### src/rtl/cnn_fix_pkg.sv
// Fixed-point widths, limits and FSM states shared by the
// accumulate/requantize stage and its helpers.
package cnn_fix_pkg;

  localparam int PROD_W     = 24;
  localparam int PROD_FRAC  = 16;
  localparam int ACC_W      = 32;
  localparam int OUT_W      = 14;
  localparam int OUT_FRAC   = 8;
  localparam int FRAC_SHIFT = PROD_FRAC - OUT_FRAC;

  localparam int OUT_MAX = 2**(OUT_W-1) - 1;
  localparam int OUT_MIN = -(2**(OUT_W-1));

  typedef enum logic [1:0] {
    S_IDLE = 2'd0,
    S_ACC  = 2'd1,
    S_FIN  = 2'd2,
    S_OUT  = 2'd3
  } state_t;

endpackage

### src/rtl/cnn_mac_acc_requant_if.sv
// Control, product stream and result stream of the
// accumulate/requantize stage.
interface cnn_mac_acc_requant_if;
  import cnn_fix_pkg::*;

  logic                     start;
  logic signed [OUT_W-1:0]  bias;
  logic                     relu_en;
  logic signed [PROD_W-1:0] prod_data;
  logic                     prod_valid;
  logic                     prod_ready;
  logic signed [OUT_W-1:0]  out_data;
  logic                     out_sat;
  logic                     out_valid;
  logic                     out_ready;
  logic                     busy;

  modport slave (
    input  start, bias, relu_en,
    input  prod_data, prod_valid,
    output prod_ready,
    output out_data, out_sat, out_valid,
    input  out_ready,
    output busy
  );

  modport master (
    output start, bias, relu_en,
    output prod_data, prod_valid,
    input  prod_ready,
    input  out_data, out_sat, out_valid,
    output out_ready,
    input  busy
  );

endinterface

### src/rtl/cnn_requant_sat.sv
// Round half-up, arithmetic shift to output format,
// saturate and optional ReLU. Purely combinational.
module cnn_requant_sat
  import cnn_fix_pkg::*;
(
  input  logic signed [ACC_W-1:0] acc,
  input  logic                    relu_en,
  output logic signed [OUT_W-1:0] out_data,
  output logic                    out_sat
);

  localparam logic signed [ACC_W-1:0] HALF =
    ACC_W'(2**(FRAC_SHIFT-1));
  localparam logic signed [ACC_W-1:0] HI =
    ACC_W'(OUT_MAX);
  localparam logic signed [ACC_W-1:0] LO =
    ACC_W'(OUT_MIN);

  logic signed [ACC_W-1:0] rnd;
  logic signed [ACC_W-1:0] r;

  assign rnd = acc + HALF;
  assign r   = rnd >>> FRAC_SHIFT;

  always_comb begin
    out_sat  = 1'b0;
    out_data = r[OUT_W-1:0];
    if (r > HI) begin
      out_data = HI[OUT_W-1:0];
      out_sat  = 1'b1;
    end else if (r < LO) begin
      out_data = LO[OUT_W-1:0];
      out_sat  = 1'b1;
    end
    // ReLU clears the value but keeps any clamp flag
    if (relu_en && r[ACC_W-1])
      out_data = '0;
  end

endmodule

### src/rtl/cnn_mac_acc_requant.sv
// Sums one window of products plus bias and emits the
// requantized activation on a valid/ready port.
module cnn_mac_acc_requant
  import cnn_fix_pkg::*;
#(
  parameter int N_TERMS = 25
) (
  input  logic                  ap_clk,
  input  logic                  ap_rst_n,
  cnn_mac_acc_requant_if.slave  bus
);

  localparam int CNT_W =
    (N_TERMS > 1) ? $clog2(N_TERMS) : 1;
  localparam logic [CNT_W-1:0] LAST =
    CNT_W'(N_TERMS - 1);

  state_t                  state;
  logic signed [ACC_W-1:0] acc;
  logic [CNT_W-1:0]        cnt;
  logic                    relu_q;
  logic signed [OUT_W-1:0] data_q;
  logic                    sat_q;

  logic signed [ACC_W-1:0] bias_ext;
  logic signed [ACC_W-1:0] prod_ext;
  logic signed [OUT_W-1:0] rq_data;
  logic                    rq_sat;

  assign bias_ext = {{(ACC_W-OUT_W){bus.bias[OUT_W-1]}},
                     bus.bias};
  assign prod_ext =
    {{(ACC_W-PROD_W){bus.prod_data[PROD_W-1]}},
     bus.prod_data};

  cnn_requant_sat u_rq (
    .acc      (acc),
    .relu_en  (relu_q),
    .out_data (rq_data),
    .out_sat  (rq_sat)
  );

  always_ff @(posedge ap_clk or negedge ap_rst_n) begin
    if (!ap_rst_n) begin
      state  <= S_IDLE;
      acc    <= '0;
      cnt    <= '0;
      relu_q <= 1'b0;
      data_q <= '0;
      sat_q  <= 1'b0;
    end else begin
      unique case (state)
        S_IDLE: begin
          if (bus.start) begin
            acc    <= bias_ext <<< FRAC_SHIFT;
            cnt    <= '0;
            relu_q <= bus.relu_en;
            state  <= S_ACC;
          end
        end
        S_ACC: begin
          if (bus.prod_valid) begin
            acc <= acc + prod_ext;
            cnt <= cnt + 1'b1;
            if (cnt == LAST)
              state <= S_FIN;
          end
        end
        S_FIN: begin
          data_q <= rq_data;
          sat_q  <= rq_sat;
          state  <= S_OUT;
        end
        S_OUT: begin
          if (bus.out_ready)
            state <= S_IDLE;
        end
        default: state <= S_IDLE;
      endcase
    end
  end

  // all outputs decode from registers only
  assign bus.prod_ready = (state == S_ACC);
  assign bus.out_valid  = (state == S_OUT);
  assign bus.busy       = (state != S_IDLE);
  assign bus.out_data   = data_q;
  assign bus.out_sat    = sat_q;

endmodule
### src/flat_wrapper.sv
// flat-port wrapper written by rule: the top's interface ports become plain ports
module cnn_mac_acc_requant_flat import cnn_fix_pkg::*;
#(
  parameter int N_TERMS = 25
)
  (ap_clk, ap_rst_n, bus_start, bus_bias, bus_relu_en, bus_prod_data, bus_prod_valid, bus_prod_ready, bus_out_data, bus_out_sat, bus_out_valid, bus_out_ready, bus_busy);
  cnn_mac_acc_requant_if bus_i ();
  input  logic ap_clk;
  input  logic ap_rst_n;
  input wire logic [$bits(bus_i.start)-1:0] bus_start;
  input wire logic [$bits(bus_i.bias)-1:0] bus_bias;
  input wire logic [$bits(bus_i.relu_en)-1:0] bus_relu_en;
  input wire logic [$bits(bus_i.prod_data)-1:0] bus_prod_data;
  input wire logic [$bits(bus_i.prod_valid)-1:0] bus_prod_valid;
  output wire logic [$bits(bus_i.prod_ready)-1:0] bus_prod_ready;
  output wire logic [$bits(bus_i.out_data)-1:0] bus_out_data;
  output wire logic [$bits(bus_i.out_sat)-1:0] bus_out_sat;
  output wire logic [$bits(bus_i.out_valid)-1:0] bus_out_valid;
  input wire logic [$bits(bus_i.out_ready)-1:0] bus_out_ready;
  output wire logic [$bits(bus_i.busy)-1:0] bus_busy;
  assign bus_i.start = bus_start;
  assign bus_i.bias = bus_bias;
  assign bus_i.relu_en = bus_relu_en;
  assign bus_i.prod_data = bus_prod_data;
  assign bus_i.prod_valid = bus_prod_valid;
  assign bus_prod_ready = bus_i.prod_ready;
  assign bus_out_data = bus_i.out_data;
  assign bus_out_sat = bus_i.out_sat;
  assign bus_out_valid = bus_i.out_valid;
  assign bus_i.out_ready = bus_out_ready;
  assign bus_busy = bus_i.busy;
  cnn_mac_acc_requant #(.N_TERMS(N_TERMS)) u_core (.ap_clk(ap_clk), .ap_rst_n(ap_rst_n), .bus(bus_i));
endmodule
### config.mk
export PLATFORM = sky130hd
export DESIGN_NAME = cnn_mac_acc_requant_flat
export DESIGN_NICKNAME = d
export VERILOG_FILES = /design/src/rtl/cnn_fix_pkg.sv /design/src/rtl/cnn_mac_acc_requant_if.sv /design/src/rtl/cnn_requant_sat.sv /design/src/rtl/cnn_mac_acc_requant.sv /design/src/flat_wrapper.sv
export SDC_FILE = /design/constraint.sdc
export NUM_CORES = 1
export LEC_CHECK = 0
export CORE_MARGIN = 1.5
export CORE_UTILIZATION = 57
export CTS_CLUSTER_DIAMETER = 80
export DETAILED_ROUTE_END_ITERATION = 7
export PLACE_DENSITY_LB_ADDON = 0.08
export SLEW_MARGIN = 30
export SYNTH_ARGS = -nofsm -noshare
export SYNTH_HDL_FRONTEND = slang
export SYNTH_SLANG_ARGS = --single-unit
export TNS_END_PERCENT = 30
### constraint.sdc
create_clock -name ap_clk -period 3.4 [get_ports ap_clk]
set_clock_uncertainty 0.1 [all_clocks]
set_input_delay 0.34 -clock ap_clk [delete_from_list [all_inputs] [get_ports ap_clk]]
set_output_delay 0.34 -clock ap_clk [all_outputs]
set_load 0.1 [all_outputs]
==> results of run 1 <==
power groups by stage:
stage	clock [uW]	sequential, uW	combinational [uW]
2_1_floorplan	0	1690	2490
3_3_place_gp	0	1340	3690
3_5_place_dp	0	1360	3760
4_1_cts	480	1350	3780
5_1_grt	512	1410	4160
6_report	469	1370	3800
cell usage in the layout (no fill, tap or decap), types with 5 or more instances in the layout:
cell	n
a21oi_1	58
clkdlybuf4s50_1	57
dfrtp_1	55
nand2_1	45
nor2_1	40
ha_1	38
o21ai_0	30
a21o_1	26
xnor2_1	25
nand3_1	20
buf_4	20
xor2_1	19
a31oi_1	17
inv_1	16
o21ai_1	10
and3_1	9
nand4_1	9
nor3_1	9
nand2b_1	8
clkbuf_8	6
a211oi_1	5
what timing repair did:
action	in CTS	in global routing
setup endpoints to repair	0	0
hold buffers	1	0
endpoints found under the hold margin	27	0
cell type report:
cell class | instances | area, um2 | area share, %
multi-input cells | 452 | 3140 | 56.4
flip-flops and latches | 55 | 1380 | 24.8
repair buffers | 79 | 736 | 13.2
well taps | 102 | 128 | 2.30
clock buffers | 6 | 82.6 | 1.49
inverters | 16 | 60.1 | 1.08
clock inverters | 2 | 38.8 | 0.698
layer usage:
| metal | part of all wire [%] | vias to the layer above |
|---|---|---|
| met5 | 0 | - |
| met2 | 47 | 181 |
| met1 | 45 | 2139 |
| li1 | - | 2162 |
| met4 | 1.6 | 0 |
| met3 | 6.5 | 22 |
synthesized netlist by cell type (3+ instances only):
library cell  number  area [um2]
nand4_1            9        56.3
o31ai_1            4        30.0
o21ai_0           30         150
a221o_1            3        30.0
a21o_1            26         195
and3_1             9        56.3
a311oi_2           3        45.0
nand3_1           20         100
nor3_1             9        45.0
clkbuf_1          22        82.6
a31oi_1           17         106
ha_1              38         475
o21a_1             3        22.5
nor2_1            41         154
a22o_1             3        26.3
xor2_1            19         166
a21oi_2            3        26.3
dfrtp_1           55        1380
a21oi_1           58         290
xnor2_1           25         219
inv_1             16        60.1
nand2b_1           8        50.1
and4_1             4        35.0
nand2_1           45         169
a211oi_1           5        37.5
nand4_2            3        37.5
nor2b_1            4        25.0
o21ai_1           10        50.1
metrics by stage:
step,instances,worst slack (ns)
2_1_floorplan,550,0.627
3_3_place_gp,703,0.120
3_5_place_dp,703,0.0893
4_1_cts,712,0.408
6_report,712,0.359
5_1_grt,712,0.191
cells by family (layout without fill, tap and decap cells):
| kind of cell | Yosys count | after routing | share of synthesized area, % |
|---|---|---|---|
| AO/OA/AOI/OAI | 200 | 200 | 29.0 |
| AND/OR/NAND/NOR | 166 | 166 | 18.3 |
| flip-flops | 55 | 55 | 29.4 |
| XOR/XNOR | 44 | 44 | 8.22 |
| buffers and inverters | 43 | 103 | 3.79 |
| adder cells (fa/ha/maj) | 39 | 39 | 10.6 |
| multiplexers | 3 | 3 | 0.721 |
final timing paths:
path / startpoint / to / slack, ns / depth (start not counted)
worst max-delay path: u_core.acc[8] / u_core.acc[30] / 0.36 / 11
worst min-delay path: u_core.acc[2] / u_core.acc[2] / 0.40 / 2
worst max register to register: u_core.acc[8] / u_core.acc[30] / 0.36 / 11
worst min register to register: u_core.acc[2] / u_core.acc[2] / 0.40 / 2
max in group asynchronous: ap_rst_n / u_core.acc[10] / 1.91 / 3
min in group asynchronous: ap_rst_n / u_core.acc[1] / 0.46 / 2
worst max-delay path: stages (launching register included):
cell and delay, ns:
dfrtp_1 0.48, ha_1 0.41, nand2_1 0.12, nor3_2 0.23, o21ai_1 0.11, o21a_1 0.23, o31ai_1 0.44, a31oi_1 0.14
buf_4 0.18, o41ai_2 0.24, xnor2_1 0.17, a21oi_1 0.08
registers in the layout (all words and copies together), names as in the netlist:
signal               count
u_core.state             2
u_core.cnt               5
u_core.acc              32
u_core.relu_q            1
u_core.bus.out_sat       1
u_core.bus.out_data     14
==> qor.txt, run 1 <==
Die W - 93.7 um
Count of final hold-check violations - 0
CTS tree - done
Reg power frac - 24.2%
Root Driver - clkbuf_8
Mapped Cells - 550
Finish-stage setup viols - 0
Post-CTS setup buffers - 0
Top_reg_cell synth - dfrtp_1
Global-route wire length before repair - 21000 um
Global routing usage on met1 - 42.8%
Combinational power share - 67.4%
Max-cap viol count - 0
Switch share - 53.5%
TritonCTS buffer count - 5
P_sw - 3020 uW
Tmin final - 3.04 ns
WHS - 0.395 ns
Post-CTS resize count - 0
Met3 Usage GRT - 2.75%
Total Nets Final - 692
Die height - 93.7 um
Wire per inst - 17.6 um
Clk Latency, worst-skew pair - 0.31 ns
Tot Pwr - 5630 uW
Fillcell total - 637
Post-synth EDFFs - 0
Slew at the pin with the worst max-slew slack - 0.972 ns
Critical Path AT - 3.14 ns
Clock tree buffer depth - 2
# diodes - 0
Ys Warns - 0
Vias per cell - 6.33
Period utilisation layout - 89.4%
Fraction of registers with async set/reset - 100%
FF+latch count, synth - 55
Syn Nets - 633
Initial antenna violation count - 0
Grt ovf - 0
Vias in the first global route - 4248
Die area - 8780 um2
H-Tree Depth - 2
Cell Area, Placed - 5430 um2
Gr busiest metal - met2
Largest net degree at the start of global routing - 30
Starting Density - 59.7%
CTS sink count - 55
Met2 GRT Util - 50.3%
Worst-path maximum fanout - 7
Layout area overhead - 18.6%
HPWL after DPL - 9550 um
DRT iter0 DRCs - 431
Min-delay worst type - register to register
Crit end category - register
Share of layout cells above drive strength 1 - 9.67%
Power Internal - 2620 uW
Pwr/cell area - 1010 nW/um2
LEAKAGE - 0.00249 uW
Fmax - 0.329 GHz
Core box area - 7850 um2
Gpl congestion - 0.964
# port buffers - 61
DRT Wirelength - 12500 um
Peak supply drop - 474 uV
Drt drc - 0
Netlist cell types - 71
Rel. slew slack - 35.0%
Slew Limit Fails - 0
Post-layout util - 70.8%
Critical Path RT - 3.50 ns
Synth Cell Area - 4690 um2
Via count - 4504
Sequential area share after synthesis - 29.4%
Total negative slack - 0 ns
Fin area - 5560 um2
Kind of critical path - register to register
Clk pin slew, worst setup/hold paths - 0.10 ns
Drt pass-1 iters - 5
IO Pins - 62
Total GRT Usage - 30.2%
Num rows - 32
Clock Power Share - 8.3%
Syn_area_per_cell - 8.52 um2
RSZ-0062 raised after global routing - false
Startpoint types - register
Post-route ant nets - 0
Status - completed
Note: power is estimated with default switching activity, not from simulation.
==> run 2: changes to the inputs <==
--- a/config.mk
+++ b/config.mk
@@ -10,7 +10,6 @@
 export CTS_CLUSTER_DIAMETER = 80
 export DETAILED_ROUTE_END_ITERATION = 7
 export PLACE_DENSITY_LB_ADDON = 0.08
-export SLEW_MARGIN = 30
 export SYNTH_ARGS = -nofsm -noshare
 export SYNTH_HDL_FRONTEND = slang
 export SYNTH_SLANG_ARGS = --single-unit
==> results of run 2 <==
No change in the layout: final DEF, timing and power equal those of run 1.
==> run 3: changes to the inputs <==
--- a/config.mk
+++ b/config.mk
@@ -6,7 +6,7 @@
 export NUM_CORES = 1
 export LEC_CHECK = 0
 export CORE_MARGIN = 1.5
-export CORE_UTILIZATION = 57
+export CORE_UTILIZATION = 51
 export CTS_CLUSTER_DIAMETER = 80
 export DETAILED_ROUTE_END_ITERATION = 7
 export PLACE_DENSITY_LB_ADDON = 0.08
==> constraint.sdc (replaced) <==
create_clock -name ap_clk -period 2.5 [get_ports ap_clk]
set_clock_uncertainty 0.1 [all_clocks]
set_input_delay 0.25 -clock ap_clk [delete_from_list [all_inputs] [get_ports ap_clk]]
set_output_delay 0.25 -clock ap_clk [all_outputs]
set_load 0.1 [all_outputs]
==> run 3 against run 2 <==
- the flow now finishes with violations (design-rule violations, negative setup slack)
- core utilization rose by 6.4 points
- fmax up 9.9%
- worst hold slack improved by 0.014 ns
- clock power up 35%
- combinational power rose by 86%
- sequential share of layout area down 4.5 points
- non-clock buffer count is 120 higher
- sequential power increased by 23%
- die area rose by 11%
- clock-buffer cell count stayed put
- wire length grew 16%
- global-route usage decreased by 0.71 points
- critical endpoint is now u_core.acc[31]
- largest power group unchanged
==> qor.txt, run 3 (synthesis results as in run 1) <==
Starting Density - 53.2%
H-Tree Depth - 2
Share of layout cells above drive strength 1 - 32.1%
Pwr/cell area - 1380 nW/um2
R2r worst-path depth - 10
Reg-to-Reg End - u_core.acc[31]
WHS - 0.410 ns
Core box area - 8810 um2
Global-route wire length before repair - 23200 um
Tot Pwr - 9380 uW
Kind of critical path - register to register
Slew Limit Fails - 0
Rel. slew slack - 52.3%
Drt drc - 8
HPWL after DPL - 10800 um
Drt pass-1 iters - 7
Fmax - 0.361 GHz
Gr busiest metal - met2
DRT iter0 DRCs - 264
LEAKAGE - 0.00318 uW
Via count - 4923
Global routing usage on met1 - 39.2%
Reg-to-reg slack, setup - -0.27 ns
Failing checks - design-rule violations, negative setup slack
Total GRT Usage - 29.5%
Gpl congestion - 0.962
Grt ovf - 0
Status - complete, but fails checks
Total negative slack - -3.38 ns
Commonest non-fill, non-tap cells in the layout - 149 x buf_4, 55 x dfrtp_1, 52 x a21oi_1
Die W - 98.9 um
R2R Path Start - u_core.acc[18]
Met3 Usage GRT - 2.98%
Wire per inst - 17.4 um
Count of final hold-check violations - 0
Biggest register - u_core.acc
Slew at the pin with the worst max-slew slack - 0.715 ns
Die area - 9770 um2
IO Pins - 62
Hold Crit Depth - 2
Placed insts - 813
Critical Path AT - 2.88 ns
Peak supply drop - 829 uV
Met2 GRT Util - 51.7%
Commonest non-fill, non-tap cell in the layout - buf_4
Root Driver - clkbuf_8
# port buffers - 61
Critical Path RT - 2.61 ns
Worst Min Path Start - u_core.acc[5]
CP startpoint - u_core.acc[18]
Max-cap viol count - 0
Hold Path End - u_core.acc[5]
CTS tree - done
# diodes - 0
Tmin final - 2.77 ns
Worst-path maximum fanout - 5
Fillcell total - 641
Setup ws final - -0.268 ns
Initial antenna violation count - 0
Vias in the first global route - 4836
Startpoint types - register
Min-delay worst type - register to register
Largest net degree at the start of global routing - 30
Clk pin slew, worst setup/hold paths - 0.10 ns
TritonCTS buffer count - 5
RSZ-0062 raised after global routing - true
Layout area overhead - 45.0%
Vias per cell - 5.87
CTS sink count - 55
Max reg flops - 32
Period utilisation layout - 111%
DRT Wirelength - 14600 um
Total Nets Final - 812
Clk Latency, worst-skew pair - 0.32 ns
Post-Layout Cell Count - 838
Num rows - 34
Crit end category - register
Finish-stage setup viols - 33
Clock tree buffer depth - 2
Post-route ant nets - 0
Die height - 98.9 um
-- run 3: how the worst max path moves through the flow --
| stage | depth (start not counted) | end |
|---|---|---|
| 3_5_place_dp | 11 | u_core.acc[31] |
| 6_report | 10 | u_core.acc[31] |
| 3_3_place_gp | 12 | u_core.acc[31] |
| 4_1_cts | 11 | u_core.acc[31] |
| 2_1_floorplan | 11 | u_core.acc[31] |
| 5_1_grt | 10 | u_core.acc[31] |
-- run 3: routing by layer --
metal | part of all wire (%) | vias up
met1 | 45 | 2376
met2 | 49 | 135
li1 | - | 2393
met3 | 3.8 | 19
met5 | 0 | -
met4 | 1.4 | 0
-- run 3: power breakdown --
group / switching (uW) / internal [uW]
sequential: 400 / 1290
combinational: 3980 / 3090
clock: 306 / 325
-- run 3: worst max-delay path, stage by stage (launching register included) --
cell and delay (ns):
dfrtp_1 0.44, ha_4 0.29, a21oi_4 0.15, o21ai_2 0.08
a2111o_1 0.40, a31oi_4 0.21, o41ai_4 0.11, o31a_1 0.31
a211oi_2 0.27, nor2_1 0.07, a211o_1 0.22
-- run 3: stage by stage --
stage / area (um2) / setup slack, ns / utilization (%)
2_1_floorplan: 4720 / -0.262 / -
3_3_place_gp: 6250 / -0.601 / 70.9
3_5_place_dp: 6250 / -0.686 / 70.9
4_1_cts: 6610 / -0.320 / 75.1
5_1_grt: 6800 / -0.372 / 77.2
6_report: 6800 / -0.268 / 77.2
-- run 3: timing repair --
| action | in CTS | in global routing |
|---|---|---|
| hold buffers | 1 | 0 |
| hold endpoints to repair | 28 | 0 |
| pin swaps | 38 | 32 |
| resized for setup | 35 | 22 |
| setup buffers | 7 | 9 |
| endpoints found under the setup margin | 40 | 36 |
-- run 3: final cells by class --
type	instances	area (um2)	area share, %
repair buffers	199	1650	24.2
inverters	16	60.1	0.884
flip-flops and latches	55	1380	20.3
multi-input cells	452	3460	50.9
clock buffers	6	82.6	1.22
well taps	108	135	1.99
clock inverters	2	35.0	0.516
